$ cat config.mk
export PLATFORM = sky130hd
export DESIGN_NAME = field_arbiter_flat
export DESIGN_NICKNAME = d
export VERILOG_FILES = /design/src/rtl/field_pkg.sv /design/src/rtl/field_arbiter_if.sv /design/src/rtl/field_rd_bypass.sv /design/src/rtl/field_arbiter.sv /design/src/flat_wrapper.sv
export SDC_FILE = /design/constraint.sdc
export NUM_CORES = 1
export LEC_CHECK = 0
export ABC_AREA = 1
export BUFFER_PORTS_ARGS = -buffer_cell sky130_fd_sc_hd__buf_2
export CAP_MARGIN = 20
export CORE_MARGIN = 3
export CORE_UTILIZATION = 26
export CTS_BUF_LIST = sky130_fd_sc_hd__clkbuf_8
export DETAILED_ROUTE_END_ITERATION = 10
export PLACE_DENSITY = 0.49
export REMOVE_ABC_BUFFERS = 1
export SLEW_MARGIN = 20
export SYNTH_ARGS = -nofsm -noshare
export SYNTH_HDL_FRONTEND = slang
export SYNTH_SLANG_ARGS = --single-unit
$ cat constraint.sdc
create_clock -name clk -period 3.6 [get_ports clk]
set_input_delay 0.72 -clock clk [delete_from_list [all_inputs] [get_ports clk]]
set_output_delay 0.72 -clock clk [all_outputs]
set_load 0.02 [all_outputs]
$ cat src/rtl/field_pkg.sv
// Shared types and sizes for the velocity-field BRAM arbiter.
package field_pkg;

  localparam int unsigned FIELD_WIDTH  = 8;
  localparam int unsigned FIELD_HEIGHT = 6;
  localparam int unsigned FIELD_SIZE   = FIELD_WIDTH * FIELD_HEIGHT;
  localparam int unsigned FIELD_DATAW  = 96;
  localparam int unsigned FIELD_ADDRW  = $clog2(FIELD_SIZE);

  typedef struct packed {
    logic [31:0] xn;
    logic [31:0] yn;
    logic [31:0] mag;
  } field_word_t;

  typedef enum logic {
    NORMAL,
    FORCE
  } arb_state_t;

  typedef enum logic [1:0] {
    OWN_NONE,
    OWN_DRAW,
    OWN_SOLV
  } owner_t;

  function automatic logic addr_in_range(input int unsigned addr, input int unsigned depth);
    return addr < depth;
  endfunction

endpackage

$ cat src/rtl/field_arbiter_if.sv
// Requester-side bus of the field arbiter: draw read port plus solver read/write ports.
interface field_arbiter_if #(
  parameter int unsigned ADDRW = field_pkg::FIELD_ADDRW,
  parameter int unsigned DATAW = field_pkg::FIELD_DATAW
);
  logic             draw_req;
  logic [ADDRW-1:0] draw_addr;
  logic             draw_gnt;
  logic             draw_rvalid;
  logic             solv_rd_req;
  logic [ADDRW-1:0] solv_rd_addr;
  logic             solv_rd_gnt;
  logic             solv_rvalid;
  logic [DATAW-1:0] rdata;
  logic             solv_wr_en;
  logic [ADDRW-1:0] solv_wr_addr;
  logic [DATAW-1:0] solv_wr_data;

  modport master (
    output draw_req, draw_addr, solv_rd_req, solv_rd_addr,
    output solv_wr_en, solv_wr_addr, solv_wr_data,
    input  draw_gnt, draw_rvalid, solv_rd_gnt, solv_rvalid, rdata
  );

  modport slave (
    input  draw_req, draw_addr, solv_rd_req, solv_rd_addr,
    input  solv_wr_en, solv_wr_addr, solv_wr_data,
    output draw_gnt, draw_rvalid, solv_rd_gnt, solv_rvalid, rdata
  );
endinterface

$ cat src/rtl/field_rd_bypass.sv
// Read-data path: same-address write bypass, out-of-range zeroing and rdata hold.
module field_rd_bypass #(
  parameter int unsigned DATAW = 96,
  parameter int unsigned ADDRW = 6
) (
  input  logic             clk,
  input  logic             rst,
  input  logic             rd_fire,
  input  logic [ADDRW-1:0] rd_addr,
  input  logic             rd_oor,
  input  logic             wr_we,
  input  logic [ADDRW-1:0] wr_addr,
  input  logic [DATAW-1:0] wr_data,
  input  logic             rd_valid,
  input  logic [DATAW-1:0] bram_data_out,
  output logic [DATAW-1:0] rdata
);

  logic             byp_q, byp_d;
  logic             oor_q, oor_d;
  logic [DATAW-1:0] byp_data_q, byp_data_d;
  logic [DATAW-1:0] hold_q, hold_d;
  logic [DATAW-1:0] fresh_c;

  // The BRAM returns stale data on a same-cycle collision, so the write word is replayed.
  always_comb begin
    byp_d      = rd_fire && wr_we && (rd_addr == wr_addr);
    byp_data_d = byp_d ? wr_data : byp_data_q;
    oor_d      = rd_fire && rd_oor;
    if (oor_q) begin
      fresh_c = '0;
    end else if (byp_q) begin
      fresh_c = byp_data_q;
    end else begin
      fresh_c = bram_data_out;
    end
    rdata  = rd_valid ? fresh_c : hold_q;
    hold_d = rdata;
  end

  always_ff @(posedge clk) begin
    if (rst) begin
      byp_q      <= 1'b0;
      oor_q      <= 1'b0;
      byp_data_q <= '0;
      hold_q     <= '0;
    end else begin
      byp_q      <= byp_d;
      oor_q      <= oor_d;
      byp_data_q <= byp_data_d;
      hold_q     <= hold_d;
    end
  end

endmodule

$ cat src/rtl/field_arbiter.sv
// Shares the velocity-field BRAM read/write ports between the draw block and the solver.
module field_arbiter
  import field_pkg::*;
#(
  parameter int unsigned DATAW        = 96,
  parameter int unsigned DEPTH        = 48,
  parameter int unsigned ADDRW        = $clog2(DEPTH),
  parameter int unsigned STARVE_LIMIT = 4
) (
  input  logic             clk,
  input  logic             rst,
  field_arbiter_if.slave   bus,
  output logic [ADDRW-1:0] bram_addr_read,
  input  logic [DATAW-1:0] bram_data_out,
  output logic             bram_we,
  output logic [ADDRW-1:0] bram_addr_write,
  output logic [DATAW-1:0] bram_data_in,
  output logic             addr_err
);

  localparam int unsigned CNTW = 4;

  arb_state_t       state_q, state_d;
  logic [CNTW-1:0]  starve_cnt_q, starve_cnt_d;
  owner_t           owner_q, owner_d;
  logic [ADDRW-1:0] rd_addr_q, rd_addr_d;
  logic             addr_err_q, addr_err_d;

  logic             draw_gnt_c, solv_gnt_c, rd_fire_c;
  logic [ADDRW-1:0] rd_addr_c;
  logic             rd_oor_c, wr_oor_c, bram_we_c;

  // Grant FSM: draw has priority until the solver has been denied STARVE_LIMIT times.
  always_comb begin
    state_d      = state_q;
    starve_cnt_d = starve_cnt_q;
    draw_gnt_c   = 1'b0;
    solv_gnt_c   = 1'b0;
    case (state_q)
      NORMAL: begin
        if (bus.draw_req) begin
          draw_gnt_c = 1'b1;
        end else if (bus.solv_rd_req) begin
          solv_gnt_c = 1'b1;
        end
        if (bus.solv_rd_req && !solv_gnt_c) begin
          starve_cnt_d = CNTW'(starve_cnt_q + 1'b1);
        end else begin
          starve_cnt_d = '0;
        end
        if (starve_cnt_d == CNTW'(STARVE_LIMIT)) begin
          state_d = FORCE;
        end
      end
      FORCE: begin
        if (bus.solv_rd_req) begin
          solv_gnt_c = 1'b1;
        end else if (bus.draw_req) begin
          draw_gnt_c = 1'b1;
        end
        state_d      = NORMAL;
        starve_cnt_d = '0;
      end
      default: begin
        state_d      = NORMAL;
        starve_cnt_d = '0;
      end
    endcase
  end

  // Read address steering, owner tag and address checks.
  always_comb begin
    rd_fire_c  = draw_gnt_c | solv_gnt_c;
    rd_addr_c  = draw_gnt_c ? bus.draw_addr : bus.solv_rd_addr;
    rd_oor_c   = !addr_in_range(32'(rd_addr_c), DEPTH);
    wr_oor_c   = !addr_in_range(32'(bus.solv_wr_addr), DEPTH);
    bram_we_c  = bus.solv_wr_en && !wr_oor_c;
    rd_addr_d  = rd_fire_c ? rd_addr_c : rd_addr_q;
    if (draw_gnt_c) begin
      owner_d = OWN_DRAW;
    end else if (solv_gnt_c) begin
      owner_d = OWN_SOLV;
    end else begin
      owner_d = OWN_NONE;
    end
    addr_err_d = addr_err_q || (rd_fire_c && rd_oor_c) || (bus.solv_wr_en && wr_oor_c);
  end

  always_ff @(posedge clk) begin
    if (rst) begin
      state_q      <= NORMAL;
      starve_cnt_q <= '0;
      owner_q      <= OWN_NONE;
      rd_addr_q    <= '0;
      addr_err_q   <= 1'b0;
    end else begin
      state_q      <= state_d;
      starve_cnt_q <= starve_cnt_d;
      owner_q      <= owner_d;
      rd_addr_q    <= rd_addr_d;
      addr_err_q   <= addr_err_d;
    end
  end

  field_rd_bypass #(
    .DATAW (DATAW),
    .ADDRW (ADDRW)
  ) u_rd_bypass (
    .clk           (clk),
    .rst           (rst),
    .rd_fire       (rd_fire_c),
    .rd_addr       (rd_addr_c),
    .rd_oor        (rd_oor_c),
    .wr_we         (bram_we_c),
    .wr_addr       (bus.solv_wr_addr),
    .wr_data       (bus.solv_wr_data),
    .rd_valid      (owner_q != OWN_NONE),
    .bram_data_out (bram_data_out),
    .rdata         (bus.rdata)
  );

  assign bus.draw_gnt    = draw_gnt_c;
  assign bus.solv_rd_gnt = solv_gnt_c;
  assign bus.draw_rvalid = (owner_q == OWN_DRAW);
  assign bus.solv_rvalid = (owner_q == OWN_SOLV);

  // The BRAM registers the address itself, so the read address goes out unregistered.
  assign bram_addr_read  = rd_addr_d;
  assign bram_we         = bram_we_c;
  assign bram_addr_write = bus.solv_wr_addr;
  assign bram_data_in    = bus.solv_wr_data;
  assign addr_err        = addr_err_q;

endmodule

$ cat src/flat_wrapper.sv
// flat-port wrapper written by rule: the top's interface ports become plain ports
module field_arbiter_flat import field_pkg::*;
#(
  parameter int unsigned DATAW        = 96,
  parameter int unsigned DEPTH        = 48,
  parameter int unsigned ADDRW        = $clog2(DEPTH),
  parameter int unsigned STARVE_LIMIT = 4
)
  (clk, rst, bram_addr_read, bram_data_out, bram_we, bram_addr_write, bram_data_in, addr_err, bus_draw_req, bus_draw_addr, bus_solv_rd_req, bus_solv_rd_addr, bus_solv_wr_en, bus_solv_wr_addr, bus_solv_wr_data, bus_draw_gnt, bus_draw_rvalid, bus_solv_rd_gnt, bus_solv_rvalid, bus_rdata);
  field_arbiter_if #(.ADDRW(ADDRW), .DATAW(DATAW)) bus_i ();
  input  logic clk;
  input  logic rst;
  output logic [ADDRW-1:0] bram_addr_read;
  input  logic [DATAW-1:0] bram_data_out;
  output logic bram_we;
  output logic [ADDRW-1:0] bram_addr_write;
  output logic [DATAW-1:0] bram_data_in;
  output logic addr_err;
  input wire logic [$bits(bus_i.draw_req)-1:0] bus_draw_req;
  input wire logic [$bits(bus_i.draw_addr)-1:0] bus_draw_addr;
  input wire logic [$bits(bus_i.solv_rd_req)-1:0] bus_solv_rd_req;
  input wire logic [$bits(bus_i.solv_rd_addr)-1:0] bus_solv_rd_addr;
  input wire logic [$bits(bus_i.solv_wr_en)-1:0] bus_solv_wr_en;
  input wire logic [$bits(bus_i.solv_wr_addr)-1:0] bus_solv_wr_addr;
  input wire logic [$bits(bus_i.solv_wr_data)-1:0] bus_solv_wr_data;
  output wire logic [$bits(bus_i.draw_gnt)-1:0] bus_draw_gnt;
  output wire logic [$bits(bus_i.draw_rvalid)-1:0] bus_draw_rvalid;
  output wire logic [$bits(bus_i.solv_rd_gnt)-1:0] bus_solv_rd_gnt;
  output wire logic [$bits(bus_i.solv_rvalid)-1:0] bus_solv_rvalid;
  output wire logic [$bits(bus_i.rdata)-1:0] bus_rdata;
  assign bus_i.draw_req = bus_draw_req;
  assign bus_i.draw_addr = bus_draw_addr;
  assign bus_i.solv_rd_req = bus_solv_rd_req;
  assign bus_i.solv_rd_addr = bus_solv_rd_addr;
  assign bus_i.solv_wr_en = bus_solv_wr_en;
  assign bus_i.solv_wr_addr = bus_solv_wr_addr;
  assign bus_i.solv_wr_data = bus_solv_wr_data;
  assign bus_draw_gnt = bus_i.draw_gnt;
  assign bus_draw_rvalid = bus_i.draw_rvalid;
  assign bus_solv_rd_gnt = bus_i.solv_rd_gnt;
  assign bus_solv_rvalid = bus_i.solv_rvalid;
  assign bus_rdata = bus_i.rdata;
  field_arbiter #(.DATAW(DATAW), .DEPTH(DEPTH), .ADDRW(ADDRW), .STARVE_LIMIT(STARVE_LIMIT)) u_core (.clk(clk), .rst(rst), .bus(bus_i), .bram_addr_read(bram_addr_read), .bram_data_out(bram_data_out), .bram_we(bram_we), .bram_addr_write(bram_addr_write), .bram_data_in(bram_data_in), .addr_err(addr_err));
endmodule
==> metrics.csv <==
stage,metric,value,unit
synth,synthSimpleGateAreaFrac,29.19,%
flow_run,drv_cap,0,
global_route,grt_pass1_vias,10320,
global_route,met3_usage,3.227,%
clocking,clockBufferDepth,3,
global_route,antenna_found_initial,3,
placed_design,dp_hpwl,22760,µm
drt,drc,0,
synth,synth_edf_count,0,
sta,fin_crit_sh,81.82,%
global_route,grt_max_degree,97,
setup_path,crit_path_end_kind,output port,
clocking,cts_resized,0,
global_route,use_met2,25.85,%
synth,synth_top_area_share,39.11,%
worst_hold_path,holdCritPathClass,input pin to flip-flop,
synth,postSynthRegisterBits,208,
drt,drt_iter0_drc,455,
sta,fmax,339.5,MHz
sta,hold_viol,0,
run_status,status,finished clean,
cells_and_area,drive_gt1_share,26.46,%
die,initial_core_util,26.55,%
cells_and_area,final_cells,2450,
synth,synth_top_cell_by_area,dfxtp_1,
synth,syn_avg_cell_area,6.609,µm²
clocking,cts_sinks,208,
setup_path,cp_max_fo,49,
clocking,postCtsSetupRepairBufs,0,
cells_and_area,layout.nets,2111,
synth,synth_area_leaders,"dfxtp_1 (39%), nand2_1 (15%), buf_4 (8.0%), inv_1 (7.8%), nor2_1 (7.4%)",
setup_path,critical_path_required,2880,ps
power,irDropWorstVdd,0.2754,mV
sta,rsz0062_at_grt,false,
synth,synthCells,1611,
synth,synth_compound_area_share,11.80,%
synth,netlist_area,10650,µm²
placed_design,place_congestion,0.7879,
synth,synthMuxAreaShare,0.1058,%
die,ioPinCount,425,
cells_and_area,postLayoutCellArea,13220,µm²
die,rows,73,
drt,finalWirelength,33990,µm
placed_design,port_buffers,424,
setup_path,crit_type,flip-flop to output port,
synth,synthArstFlopShare,0,%
setup_path,crit_path_start_kind,flip-flop,
global_route,grtUsageMet1,18.99,%
die,die_w,208.4,µm
synth,seq_area_frac_synth,39.11,%
sta,worstMarginPinSlew,817.1,ps
drt,wire_per_inst,13.87,µm
clocking,root_buffer,clkbuf_8,
clocking,cts.clk_slew.worst_paths,60,ps
power,powerDensity,435.0,nW/µm²
drt,routed-via-count,10470,
clocking,cts_buffers,41,
sta,setup_viol,0,
clocking,tritoncts,yes,
synth,yosysWarnings,0,
global_route,grtUsageTotal,15.19,%
die,die_y,208.4,µm
placed_design,placed_area,12410,µm²
power,leakage,6.512,nW
drt,firstDrtPassIters,5,
clocking,holdBufCountCts,0,
global_route,busiest_layer,met2,
synth,synth.distinct_cells,28,
sta,period_minus_slack,2945,ps
cells_and_area,areaGrowthSynthToFinish,24.20,%
sta,clock_skew,24.06,ps
placed_design,dpl.cell_count,2376,
global_route,grt_first_pass_wirelength,54120,µm
die,design.core.area,40100,µm²
drt,vias_per_cell,4.272,
clocking,clk_latency,580,ps
sta,final_max_slew_viol_count,0,
synth,synthXorXnorAreaFrac,0.08227,%
global_route,grt.overflow.total,0,
drt,ant_nets,0,
setup_path,critPathArrivalTime,2230,ps
sta,max_slew_margin,45.52,%
clocking,htree_levels,2,
synth,synth_fa_ha_area_share,0.1175,%
synth,synth_top_family_by_area,simple AND/OR/NAND/NOR gates,
die,die_area,43410,µm²
synth,synth-main-ff-cell,dfxtp_1,
placed cells by master, fill, tap and decap left out, drive strengths merged:
cell / netlist / routed
nand2: 430 / 430
nor2: 214 / 214
o211ai: 95 / 95
a31o: 1 / 1
xor2: 1 / 1
clkinv: 2 / 2
buf: 144 / 440
mux2: 1 / 1
ha: 1 / 1
clkbuf: 55 / 50
clkinvlp: 0 / 3
nand4: 4 / 4
a21boi: 1 / 1
dfxtp: 208 / 208
diode: 0 / 1
nand3: 125 / 125
a21oi: 104 / 104
inv: 222 / 241
nand3b: 2 / 2
a31oi: 1 / 1
through the flow:
stage / hold WS, ps / power, W / TNS (ps) / setup slack, ps / utilization, %
after global placement: 459.2 / 0.003494 / 0 / 334.0 / 30.96
final: 457.6 / 0.005752 / 0 / 654.6 / 32.98
after global routing: 420.9 / 0.006090 / 0 / 429.0 / 32.98
after floorplan: 441.2 / 0.002950 / -763580 / -4210 / -
after detailed placement: 463.2 / 0.003498 / 0 / 285.8 / 30.96
after CTS: 393.2 / 0.005899 / 0 / 523.2 / 32.91
synthesized netlist by cell type (5+ instances only):
| library cell | count |
|---|---|
| inv_1 | 220 |
| buf_6 | 5 |
| nand3_1 | 124 |
| a21oi_1 | 104 |
| o211ai_1 | 95 |
| clkbuf_1 | 54 |
| buf_2 | 19 |
| nand2_1 | 427 |
| buf_4 | 113 |
| buf_1 | 6 |
| dfxtp_1 | 208 |
| nor2_1 | 211 |
cells by family (layout without fill, tap and decap cells):
kind of cell	after synthesis	count (layout)
mux	1	1
other cells	0	1
fa+ha+maj	1	1
buf+inv	423	736
simple gates	775	775
xor+xnor	1	1
flops	208	208
compound gates	202	202
worst paths after layout:
| check | startpoint | end | slack [ps] | depth (start not counted) |
|---|---|---|---|---|
| min | bram_data_out[92] | u_core.u_rd_bypass.hold_q[92] | 460 | 3 |
| max | u_core.owner_q[0] | bus_rdata[59] | 650 | 6 |
| min reg2reg | u_core.u_rd_bypass.hold_q[33] | u_core.u_rd_bypass.hold_q[33] | 470 | 2 |
| max reg2reg | u_core.state_q | u_core.u_rd_bypass.byp_data_q[71] | 1270 | 11 |
worst max-delay path, cell delays in order (launching register included):
cell and delay (ps):
dfxtp_1 380, nor2_4 70, nor2_4 80, buf_4 510, o211ai_1 210, nand2_1 180, buf_2 190
report_power, final:
group | total [W] | internal (W) | switching, W
Combinational | 0.00103 | 0.000344 | 0.000684
Sequential | 0.00241 | 0.00239 | 0.0000242
Clock | 0.00231 | 0.00125 | 0.00107
routing by layer:
layer | vias to the layer above | wire length (µm)
met4 | 4 | 858
li1 | 5480 | -
met5 | - | 21
met2 | 334 | 16000
met3 | 65 | 2155
met1 | 4583 | 14950
area by class of cell:
type / count / area (µm²)
Clock inverter: 22 / 95.09
Antenna cell: 1 / 2.502
Multi-Input combinational cell: 980 / 4422
Timing Repair Buffer: 440 / 2345
Fill cell: 4467 / 26870
Clock buffer: 50 / 688.2
Tap cell: 525 / 656.9
Inverter: 224 / 845.8
Sequential cell: 208 / 4168
registers in the layout, indices dropped and copies added, names as in the netlist:
register                       count
u_core.rd_addr_q                   6
u_core.owner_q                     2
u_core.state_q                     1
u_core.u_rd_bypass.byp_data_q     96
u_core.starve_cnt_q                4
u_core.u_rd_bypass.oor_q           1
u_core.u_rd_bypass.byp_q           1
u_core.u_rd_bypass.hold_q         96
u_core.addr_err                    1
(Power assumes the default switching activity.)
